<file path="config.mk">
export PLATFORM = sky130hd
export DESIGN_NAME = pipe_stage_reg
export DESIGN_NICKNAME = d
export VERILOG_FILES = /design/src/rtl/pipe_stage_reg.sv
export SDC_FILE = /design/constraint.sdc
export NUM_CORES = 1
export LEC_CHECK = 0
export BUFFER_PORTS_ARGS = -buffer_cell sky130_fd_sc_hd__buf_2
export CAP_MARGIN = 20
export CELL_PAD_IN_SITES_DETAIL_PLACEMENT = 0
export CELL_PAD_IN_SITES_GLOBAL_PLACEMENT = 1
export CORE_MARGIN = 4
export CORE_UTILIZATION = 35
export CTS_BUF_LIST = sky130_fd_sc_hd__clkbuf_8
export CTS_CLUSTER_SIZE = 25
export DETAILED_ROUTE_END_ITERATION = 16
export GPL_TIMING_DRIVEN = 0
export PLACE_DENSITY_LB_ADDON = 0.1
export SLEW_MARGIN = 10
export SYNTH_ARGS = -nofsm -noshare
export SYNTH_HDL_FRONTEND = slang
export SYNTH_SLANG_ARGS = --single-unit
</file>
<file path="constraint.sdc">
create_clock -name clk -period 2.06 [get_ports clk]
set_input_delay 0.103 -clock clk [delete_from_list [all_inputs] [get_ports clk]]
set_output_delay 0.103 -clock clk [all_outputs]
set_load 0.03 [all_outputs]
</file>
<file path="src/rtl/pipe_stage_reg.sv">
// Inter-stage pipeline register carrying a PC and a payload, with freeze, flush and NOP bubble.
// Define PIPE_STAGE_SKID_EN to add a second (skid) entry and make in_ready registered-only.
module pipe_stage_reg #(
   parameter int unsigned PC_W         = 32,
   parameter int unsigned DATA_W       = 32,
   parameter logic [31:0] NOP_VALUE    = 32'hF000_0000,
   parameter bit          NOP_ON_FLUSH = 1'b1
) (
   input  logic              clk,
   input  logic              rst,
   input  logic              freeze,
   input  logic              flush,
   input  logic              in_valid,
   output logic              in_ready,
   input  logic [PC_W-1:0]   in_pc,
   input  logic [DATA_W-1:0] in_data,
   output logic              out_valid,
   input  logic              out_ready,
   output logic [PC_W-1:0]   out_pc,
   output logic [DATA_W-1:0] out_data,
   output logic [1:0]        count
);

   typedef enum logic [1:0] {
      ST_EMPTY = 2'd0,
      ST_ONE   = 2'd1,
      ST_FULL  = 2'd2
   } state_e;

   localparam logic [DATA_W-1:0] NOP_DATA = DATA_W'(NOP_VALUE);

   state_e            state_q;
   logic [PC_W-1:0]   main_pc_q;
   logic [DATA_W-1:0] main_data_q;
   logic              main_valid;
   logic              accept;
   logic              drain;

   // Handshake: a transfer happens on a side only in a cycle where both valid and ready are 1;
   // freeze/flush/rst drop in_ready and mask out_valid so neither side can transfer.
   assign main_valid = (state_q != ST_EMPTY);
   assign out_valid  = main_valid & ~freeze & ~flush & ~rst;
   assign out_pc     = main_pc_q;
   assign out_data   = main_data_q;
   assign count      = state_q;
   assign accept     = in_valid & in_ready;
   assign drain      = out_valid & out_ready;

`ifdef PIPE_STAGE_SKID_EN
   logic [PC_W-1:0]   skid_pc_q;
   logic [DATA_W-1:0] skid_data_q;

   // Only registered state gates in_ready, so out_ready never reaches it combinationally.
   assign in_ready = (state_q != ST_FULL) & ~freeze & ~flush & ~rst;

   always_ff @(posedge clk) begin
      if (rst) begin
         state_q     <= ST_EMPTY;
         main_pc_q   <= '0;
         main_data_q <= '0;
         skid_pc_q   <= '0;
         skid_data_q <= '0;
      end else if (flush) begin
         state_q     <= NOP_ON_FLUSH ? ST_ONE : ST_EMPTY;
         main_pc_q   <= '0;
         main_data_q <= NOP_DATA;
         skid_pc_q   <= '0;
         skid_data_q <= '0;
      end else if (!freeze) begin
         case (state_q)
            ST_EMPTY: begin
               if (accept) begin
                  state_q     <= ST_ONE;
                  main_pc_q   <= in_pc;
                  main_data_q <= in_data;
               end
            end
            ST_ONE: begin
               if (accept && drain) begin
                  main_pc_q   <= in_pc;
                  main_data_q <= in_data;
               end else if (accept) begin
                  state_q     <= ST_FULL;
                  skid_pc_q   <= in_pc;
                  skid_data_q <= in_data;
               end else if (drain) begin
                  state_q <= ST_EMPTY;
               end
            end
            ST_FULL: begin
               if (drain) begin
                  state_q     <= ST_ONE;
                  main_pc_q   <= skid_pc_q;
                  main_data_q <= skid_data_q;
               end
            end
            default: state_q <= ST_EMPTY;
         endcase
      end
   end
`else
   // Single entry: the slot frees up in the same cycle the downstream drains it.
   assign in_ready = ~freeze & ~flush & ~rst & (~main_valid | out_ready);

   always_ff @(posedge clk) begin
      if (rst) begin
         state_q     <= ST_EMPTY;
         main_pc_q   <= '0;
         main_data_q <= '0;
      end else if (flush) begin
         state_q     <= NOP_ON_FLUSH ? ST_ONE : ST_EMPTY;
         main_pc_q   <= '0;
         main_data_q <= NOP_DATA;
      end else if (!freeze) begin
         case (state_q)
            ST_EMPTY: begin
               if (accept) begin
                  state_q     <= ST_ONE;
                  main_pc_q   <= in_pc;
                  main_data_q <= in_data;
               end
            end
            ST_ONE: begin
               if (accept) begin
                  main_pc_q   <= in_pc;
                  main_data_q <= in_data;
               end else if (drain) begin
                  state_q <= ST_EMPTY;
               end
            end
            default: state_q <= ST_EMPTY;
         endcase
      end
   end
`endif

endmodule

</file>
==> impl_results.md <==
* CORE AREA at 7290 um2
* Netlist cell types at 21
* Data arrival, critical path at 1.51 ns
* Outcome: finished, final reports clean
* WS Path Type: register to output port
* M1 GR Usage at 0.231
* Critical path buffers and inverters at 3
* H-Tree Depth at 3
* Final Critical Period at 1.61 ns
* Synth top area share at 0.494
* Final net count at 525
* YS warnings at 0
* Antenna fix cells at 0
* Largest net degree at the start of global routing at 11
* Pwr dens at 754 nW/um2
* Vias in the first global route at 2603
* Most common cell after layout, fill and taps aside: buf_2
* WP depth at 5
* Sequential group share of total power at 0.477
* Die X at 94.8 um
* Clk root buf: clkbuf_8
* Min-Delay Path Depth at 3
* Global placement routability congestion at 0.771
* Largest area contributor in the netlist: dfxtp_1
* Final Skew at 0.00787 ns
* Clk Latency, worst-skew pair at 0.34 ns
* Fin. Hold Viols at 0
* Antenna violations before repair at 0
* CP required at 1.96 ns
* P_leak at 1.63 nW
* CTS sink cnt at 65
* Critical Path Max Stage Delay at 0.35 ns
* Max Root-Sink Buffers at 2
* Syn Area/Cell at 8.56 um2
* Clock slew at reported path FFs at 0.07 ns
* TNS Setup at 0 ns
* Fillers at 780
* Max-Cap Viols at 0
* Routed vias/inst at 4.94
* RSZ-0062 raised after global routing: no
* CP Max Fanout at 10
* GR Layer Usage met2 at 0.275
* CP Cell Sequence: nor2b_4 -> buf_6 -> buf_4 -> nor3_1 -> buf_2
* Post-synthesis sequential area ratio at 0.494
* Final wirelength at 8.18 mm
* Dpl hpwl at 5.71 mm
* Commonest non-fill, non-tap cells in the layout: buf_2, dfxtp_1, a21oi_1, nand3_1, o21ai_0
* Post-synthesis cell count at 308
* Area contributors post-synth: dfxtp_1, a21oi_1, nand3_1, o21ai_0, buf_4
* Critical Path Slowest Stage Cell: dfxtp_1
* Iter 0 DRT Violations at 118
* PortBufs at 135
* Router iterations before antenna repair at 4
* Internal power at 2.01 mW
* Initial core utilization at 0.361
* GR peak layer: met2
* Layout cells sized above 1 at 0.408
* R2r worst-path depth at 5
* Max Clock Freq at 621 MHz
* Residual DRC at 0
* Via count at 2753
* Worst IR Drop VDD at 0.318 mV
* Comb pwr share at 0.145
* First-pass GRT wire length at 12.5 mm
* Syn Std Cell Area at 2640 um2
* Switching Share at 0.264
* Startpoint Class: register
* Syn_nets at 378
* Yosys reg bits at 65
* Die height at 94.8 um
* Overall Global Routing Usage at 0.178
* Power share of the clock group at 0.378
* Setup Viol. Count Final at 0
* CP delay by family, top: buffers and inverters
* Placed cell areas at 3430 um2
* FP Rows at 31
* Switching power of the nets at 721 uW
* HP Class: input pin to register
* Met3 Use GR at 0.0494
* Die area at 8980 um2
* Area Overhead vs Synth at 37.7%
* # IOs at 138
* Tcrit/Tclk final at 0.781
* WL/cell at 14.7 um
* Max Transition Viols Final at 0
* Routed Antenna Nets at 0
* TritonCTS Buffers at 9
* Grt ovf at 0
* CTS tree: done
* Finished layout cell area at 3630 um2
* CP endpoint kind: output port
logic make-up after synthesis:
family,synth area share
AO/OA/AOI/OAI,0.243
AND/OR/NAND/NOR,0.151
flip-flops,0.494
buffers and inverters,0.110
other,0.00142
power by group through the flow:
stage / sequential [mW] / clock, mW / combinational (mW)
global route: 1.31 / 1.11 / 0.435
finish: 1.30 / 1.03 / 0.398
detailed placement: 1.33 / 0 / 0.400
CTS: 1.30 / 1.06 / 0.402
global placement: 1.33 / 0 / 0.398
floorplan: 1.39 / 0 / 0.182
cell usage after synthesis (all sizes together):
cell type   n
or2         1
conb        1
nand2       1
clkbuf      1
nor3b       1
inv         1
a211oi      4
nor2        5
buf        37
nand3      60
a21oi      61
nor3        1
nand2b      2
nor2b       2
dfxtp      65
nor4        4
o21ai      61
sequential cells by signal (all words and copies together), names as in the netlist:
name and flops:
count 1, out_data 32, out_pc 32
worst reg2reg max path: stages, from the launching register on:
cell	delay (ns)
dfxtp_1	0.40
nor2b_4	0.18
buf_6	0.16
buf_4	0.17
o21ai_0	0.11
a21oi_1	0.15
metal layers:
metal	routed length, um	vias up
met4	156	0
met5	0	-
li1	-	1385
met2	3720	103
met1	3660	1252
met3	632	13
repair_timing:
item / in CTS / in global routing
resized for setup: 0 / 0
hold endpoints to repair: 1 / 0
hold buffers: 1 / 0
setup buffers: 0 / 0
stage by stage:
step                utilization  hold WS (ns)  power, mW  instances  worst slack (ns)
floorplan                     -         0.172       1.58        308             0.558
global placement          0.471         0.356       1.73        542             0.803
detailed placement        0.471         0.360       1.73        542             0.794
CTS                       0.498       0.00130       2.77        557             0.420
global route              0.498       0.00454       2.85        557             0.347
finish                    0.498       0.00679       2.74        557             0.450
worst paths after layout:
path,start,endpoint,slack (ns)
hold reg to reg,out_data[27],out_data[27],0.47
setup reg to reg,count[0],out_data[25],0.82
hold / removal,in_pc[16],out_pc[16],0.007
setup / recovery,count[0],in_ready,0.45
final cells by class:
| cell class | count | area [um2] | share of cell area |
|---|---|---|---|
| multi-input cells | 204 | 1040 | 0.288 |
| inverters | 1 | 3.75 | 0.00103 |
| plain buffers | 38 | 287 | 0.0790 |
| repair buffers | 136 | 686 | 0.189 |
| clock buffers | 10 | 138 | 0.0379 |
| flip-flops and latches | 65 | 1300 | 0.359 |
| clock inverters | 4 | 46.3 | 0.0128 |
| well taps | 99 | 124 | 0.0341 |
(Power assumes the default switching activity.)
